### src/rtl/mouse_report_scheduler_if.sv
// Byte-stream handshake between the report scheduler and the PS/2 serializer.
interface mouse_report_scheduler_if;
  logic [7:0] tx_data;
  logic       tx_valid;
  logic       tx_ready;

  modport master (output tx_data, output tx_valid, input tx_ready);
  modport slave  (input tx_data, input tx_valid, output tx_ready);
endinterface

### src/rtl/mouse_report_scheduler.sv
// Periodic PS/2 mouse report generator: samples direction/magnitude/button flags on a
// timer tick and streams a 3-byte movement packet over a valid/ready byte interface.
module mouse_report_scheduler #(
  parameter int unsigned REPORT_DIV    = 500000,
  parameter bit          SUPPRESS_IDLE = 1'b1
) (
  input  logic                            clk,
  input  logic                            reset,
  input  logic                            enable,
  input  logic                            click,
  input  logic                            izquierda,
  input  logic                            derecha,
  input  logic                            arriba,
  input  logic                            abajo,
  input  logic [7:0]                      mag_x,
  input  logic [7:0]                      mag_y,
  mouse_report_scheduler_if.master        tx,
  output logic                            busy,
  output logic [7:0]                      missed
);

  localparam int unsigned CNT_W  = 24;
  localparam int unsigned D_W    = 9;
  localparam int unsigned BYTE_W = 8;

  typedef enum logic [1:0] {IDLE, SEND0, SEND1, SEND2} state_t;

  state_t             state_q, state_d;
  logic [CNT_W-1:0]   cnt_q;
  logic               tick_c;
  logic [D_W-1:0]     dx_c, dy_c;
  logic [D_W-1:0]     dx_q, dx_d, dy_q, dy_d;
  logic               click_q, click_d;
  logic               last_click_q, last_click_d;
  logic [BYTE_W-1:0]  missed_q, missed_d;
  logic [BYTE_W-1:0]  tx_data_q, tx_data_d;
  logic               tx_valid_q, tx_valid_d;
  logic               busy_q;
  logic               accept_c;

  assign tick_c      = enable && (cnt_q == CNT_W'(REPORT_DIV - 1));
  assign accept_c    = tx_valid_q && tx.tx_ready;
  assign tx.tx_data  = tx_data_q;
  assign tx.tx_valid = tx_valid_q;
  assign busy        = busy_q;
  assign missed      = missed_q;

  // Report period timer; parked at zero while disabled.
  always_ff @(posedge clk or posedge reset) begin
    if (reset) begin
      cnt_q <= '0;
    end else if (!enable || tick_c) begin
      cnt_q <= '0;
    end else begin
      cnt_q <= cnt_q + CNT_W'(1);
    end
  end

  // Signed displacement; opposing flags cancel.
  always_comb begin
    dx_c = '0;
    dy_c = '0;
    if (derecha && !izquierda)      dx_c = {1'b0, mag_x};
    else if (izquierda && !derecha) dx_c = -{1'b0, mag_x};
    if (arriba && !abajo)           dy_c = {1'b0, mag_y};
    else if (abajo && !arriba)      dy_c = -{1'b0, mag_y};
  end

  // Next state, snapshot, drop counter and next output byte.
  always_comb begin
    state_d      = state_q;
    dx_d         = dx_q;
    dy_d         = dy_q;
    click_d      = click_q;
    last_click_d = last_click_q;
    missed_d     = missed_q;
    tx_data_d    = '0;
    tx_valid_d   = 1'b0;

    if (tick_c && (state_q != IDLE) && (missed_q != 8'hFF)) begin
      missed_d = missed_q + BYTE_W'(1);
    end

    case (state_q)
      IDLE: begin
        if (tick_c) begin
          dx_d    = dx_c;
          dy_d    = dy_c;
          click_d = click;
          if (!(SUPPRESS_IDLE && (dx_c == '0) && (dy_c == '0) && (click == last_click_q))) begin
            state_d = SEND0;
          end
        end
      end
      SEND0: if (accept_c) state_d = SEND1;
      SEND1: if (accept_c) state_d = SEND2;
      SEND2: begin
        if (accept_c) begin
          state_d      = IDLE;
          last_click_d = click_q;
        end
      end
      default: state_d = IDLE;
    endcase

    case (state_d)
      SEND0:   tx_data_d = {2'b00, dy_d[D_W-1], dx_d[D_W-1], 1'b1, 2'b00, click_d};
      SEND1:   tx_data_d = dx_d[BYTE_W-1:0];
      SEND2:   tx_data_d = dy_d[BYTE_W-1:0];
      default: tx_data_d = '0;
    endcase
    tx_valid_d = (state_d != IDLE);
  end

  always_ff @(posedge clk or posedge reset) begin
    if (reset) begin
      state_q      <= IDLE;
      dx_q         <= '0;
      dy_q         <= '0;
      click_q      <= 1'b0;
      last_click_q <= 1'b0;
      missed_q     <= '0;
      tx_data_q    <= '0;
      tx_valid_q   <= 1'b0;
      busy_q       <= 1'b0;
    end else begin
      state_q      <= state_d;
      dx_q         <= dx_d;
      dy_q         <= dy_d;
      click_q      <= click_d;
      last_click_q <= last_click_d;
      missed_q     <= missed_d;
      tx_data_q    <= tx_data_d;
      tx_valid_q   <= tx_valid_d;
      busy_q       <= (state_d != IDLE);
    end
  end

endmodule
### src/flat_wrapper.sv
// flat-port wrapper written by rule: the top's interface ports become plain ports
module mouse_report_scheduler_flat 
#(
  parameter int unsigned REPORT_DIV    = 500000,
  parameter bit          SUPPRESS_IDLE = 1'b1
)
  (clk, reset, enable, click, izquierda, derecha, arriba, abajo, mag_x, mag_y, busy, missed, tx_tx_data, tx_tx_valid, tx_tx_ready);
  mouse_report_scheduler_if tx_i ();
  input  logic clk;
  input  logic reset;
  input  logic enable;
  input  logic click;
  input  logic izquierda;
  input  logic derecha;
  input  logic arriba;
  input  logic abajo;
  input  logic [7:0] mag_x;
  input  logic [7:0] mag_y;
  output logic busy;
  output logic [7:0] missed;
  output wire logic [$bits(tx_i.tx_data)-1:0] tx_tx_data;
  output wire logic [$bits(tx_i.tx_valid)-1:0] tx_tx_valid;
  input wire logic [$bits(tx_i.tx_ready)-1:0] tx_tx_ready;
  assign tx_tx_data = tx_i.tx_data;
  assign tx_tx_valid = tx_i.tx_valid;
  assign tx_i.tx_ready = tx_tx_ready;
  mouse_report_scheduler #(.REPORT_DIV(REPORT_DIV), .SUPPRESS_IDLE(SUPPRESS_IDLE)) u_core (.clk(clk), .reset(reset), .enable(enable), .click(click), .izquierda(izquierda), .derecha(derecha), .arriba(arriba), .abajo(abajo), .mag_x(mag_x), .mag_y(mag_y), .tx(tx_i), .busy(busy), .missed(missed));
endmodule
### config.mk
export PLATFORM = sky130hd
export DESIGN_NAME = mouse_report_scheduler_flat
export DESIGN_NICKNAME = d
export VERILOG_FILES = /design/src/rtl/mouse_report_scheduler_if.sv /design/src/rtl/mouse_report_scheduler.sv /design/src/flat_wrapper.sv
export SDC_FILE = /design/constraint.sdc
export NUM_CORES = 1
export LEC_CHECK = 0
export CAP_MARGIN = 20
export CORE_ASPECT_RATIO = 0.9
export CORE_MARGIN = 10
export CORE_UTILIZATION = 60
export CTS_CLUSTER_SIZE = 24
export DETAILED_ROUTE_END_ITERATION = 7
export GPL_ROUTABILITY_DRIVEN = 0
export PLACE_DENSITY = 0.86
export RECOVER_POWER = 100
export SLEW_MARGIN = 20
export SYNTH_ARGS = -nofsm -noshare
export SYNTH_HDL_FRONTEND = slang
export SYNTH_SLANG_ARGS = --single-unit
### constraint.sdc
create_clock -name clk -period 6.69 [get_ports clk]
set_input_delay 1.338 -clock clk [delete_from_list [all_inputs] [get_ports clk]]
set_output_delay 1.338 -clock clk [all_outputs]
set_load 0.05 [all_outputs]
==> flow_metrics.tcl <==
set metrics [dict create \
    grt_pass1_vias 2798 \
    cp-start-kind "input pin" \
    syn_area_um2 3490 \
    dieArea_um2 9260 \
    nets 435 \
    vias 2899 \
    cts_tree "built" \
    num_rows 26 \
    netlist_top_cells_area "dfrtp_1 (45%), xnor2_1 (5.0%), nor2_1 (4.6%), mux2i_1 (4.6%), xor2_1 (3.8%)" \
    grt_usage 0.180 \
    yosysTopAreaCellShare 0.452 \
    antenna_found_initial 1 \
    dp_hpwl_um 5750 \
    instances_no_fill 481 \
    cts_hold_buf 0 \
    p_leak_nw 1.97 \
    ios 43 \
    critPathMaxStageDelay_ns 2.32 \
    yosys.area.top_type "dfrtp_1" \
    drv_cap 1 \
    power.density_nw_per_um2 195 \
    insertion_delay_ns 0.34 \
    ys_seq_area_frac 0.452 \
    port_buffers 42 \
    worstHoldPathType "flop to flop" \
    ant_nets 0 \
    root_buffer "clkbuf_8" \
    multi_input_area_um2 1710 \
    regArea_um2 1580 \
    cts.sinks 63 \
    critical_path.startpoint "reset" \
    syn_avg_cell_area_um2 9.55 \
    required_ns 6.40 \
    stdcell_area_um2 4120 \
    synth_xor_area_frac 0.0879 \
    via_per_inst 6.03 \
    fin_crit_ns 4.55 \
    worstSetupEndpointType "async pin" \
    setup_violations 0 \
    power_uw 803 \
    outcome "finished, violations left" \
    cts_resized 0 \
    tightest_slew_ns 3.29 \
    dieHeight_um 92.3 \
    synth_top_family_by_area "simple AND/OR/NAND/NOR gates" \
    utilization 0.727 \
    cp.arrival_ns 4.26 \
    rsz0062_at_grt "false" \
    synth_fa_ha_area_frac 0.0144 \
    syn_inst 365 \
    ys.flop_type "dfrtp_1" \
    drive_above_1_share 0.0512 \
    worstReg2RegStart "u_core.cnt_q[0]" \
    wl_per_cell_um 17.3 \
    crit_slowest_cell "clkbuf_1" \
    drt-pass1-iter-count 5 \
    period_share 0.680 \
    dpl_cell_area_um2 3920 \
    synth_nets 394 \
    drt-total-wl_um 8300 \
    clk_path_buf_depth 2 \
    drc 0 \
    synth_compound_area_frac 0.119 \
    dp.cells 465 \
    synth-simple-area-share 0.206 \
    synthToLayoutAreaGrowth_pct 18.1 \
    numCtsBuffers 9 \
    synth-seq-cells 63 \
    violations "capacitance limit, slew limit" \
    grt_overflow_total 0 \
    clk_pin_slew_ns 0.07 \
    yosysWarnings 0 \
    grt_max_degree 64 \
    yosysMostFrequentCell "dfrtp_1" \
    crit_chain "dlygate4sd3_1 > clkinv_1 > clkbuf_1" \
    synth_mux_area_frac 0.0653 \
    async_flop_share 1.00 \
    vdd_drop_max_mv 0.186 \
    crit_type "input pin to async pin" \
    drv_slew 64 \
    fillers 411 \
    cts_max_level 3 \
    slew_headroom -1.19 \
    hold_viol_final 0 \
    cp_max_fo 63 \
    finClkSkew_ns 0.00593 \
    grt_pass1_wl_um 13600 \
    fmax_mhz 220 \
    yosysUniqueCellTypes 57 \
    core_area_um2 5660 \
    setup_tns_ns 0 \
    synth_common_cells "dfrtp_1 (63), nor2_1 (43), inv_1 (28), nand2_1 (27), xnor2_1 (20)" \
    die_w_um 100 \
    start_util 0.616 \
    drt_iter0_markers 220 \
    synth_edf_count 0 \
    postCtsSetupBuffers 0 \
    min_from "u_core.cnt_q[0]" \
]
final cells by class:
type                       instances  area share
antenna                            1    0.000608
clock buffer                      11      0.0343
clock inverter                     4      0.0170
inverter                          28      0.0255
multi-input combinational        261       0.415
sequential                        63       0.383
tap                               70      0.0213
timing repair buffer              43       0.103
layer usage:
layer  track usage  part of all wire
met1         0.241              0.46
met2         0.264              0.45
met3        0.0661             0.083
met4        0.0553            0.0083
met5             0                 0
through the flow:
step | setup WS (ns) | hold slack, ns
finish | 2.14 | 0.482
global route | 1.47 | 0.506
CTS | 3.02 | 0.485
detailed placement | 2.66 | 0.478
global placement | 2.77 | 0.465
floorplan | 3.42 | 0.448
worst max-delay path, delay by kind of cell:
kind                   cells  cell delay [ns]
buffers and inverters      3             2.89
path summary, 6_finish.rpt:
path / end / slack (ns) / cells past startpoint
max: u_core.dx_q[4] / 2.14 / 3
min: u_core.cnt_q[0] / 0.48 / 1
max reg2reg: u_core.tx.tx_data[2] / 3.62 / 8
min reg2reg: u_core.cnt_q[0] / 0.48 / 1
max in group clk: u_core.tx.tx_data[0] / 2.66 / 8
min in group asynchronous: u_core.cnt_q[4] / 2.70 / 3
power breakdown:
group          internal, mW  switching [mW]  total, mW
Combinational        0.0249          0.0350     0.0599
Sequential            0.382         0.00156      0.384
Clock                 0.217           0.142      0.359
Total                 0.624           0.179      0.803
registers in the layout, indices dropped and copies added, names as in the netlist:
register	count
u_core.last_click_q	1
u_core.state_q	2
u_core.cnt_q	24
u_core.click_q	1
u_core.tx.tx_data	8
u_core.missed	8
u_core.dy_q	9
u_core.dx_q	9
u_core.tx.tx_valid	1
layout by cell type, fill, tap and decap left out, types with 3 or more instances in the layout:
cell and instances:
nand2_1 27, nor3b_1 3, nor4_1 3, a22o_1 5, clkdlybuf4s50_1 18, inv_1 27
or4_1 3, and3_1 8, a32o_1 4, xnor2_1 20, mux2_1 3, xor2_1 15
a21oi_1 7, nand3_1 14, dfrtp_1 63, nor3_1 7, clkbuf_8 10, or3_1 3
nand4_1 12, a22oi_1 3, nor2b_1 6, dlygate4sd3_1 24, ha_1 4, mux2i_1 16
o22ai_1 8, o21ai_0 12, nor2_1 43, mux2_2 3
kinds of logic after synthesis:
logic type               count (synthesis)
XOR/XNOR                                35
AO/OA/AOI/OAI                           58
buffers and inverters                   41
multiplexers                            22
AND/OR/NAND/NOR                        142
adder cells (fa/ha/maj)                  4
flip-flops                              63
Power figures use the tool's default switching activity.
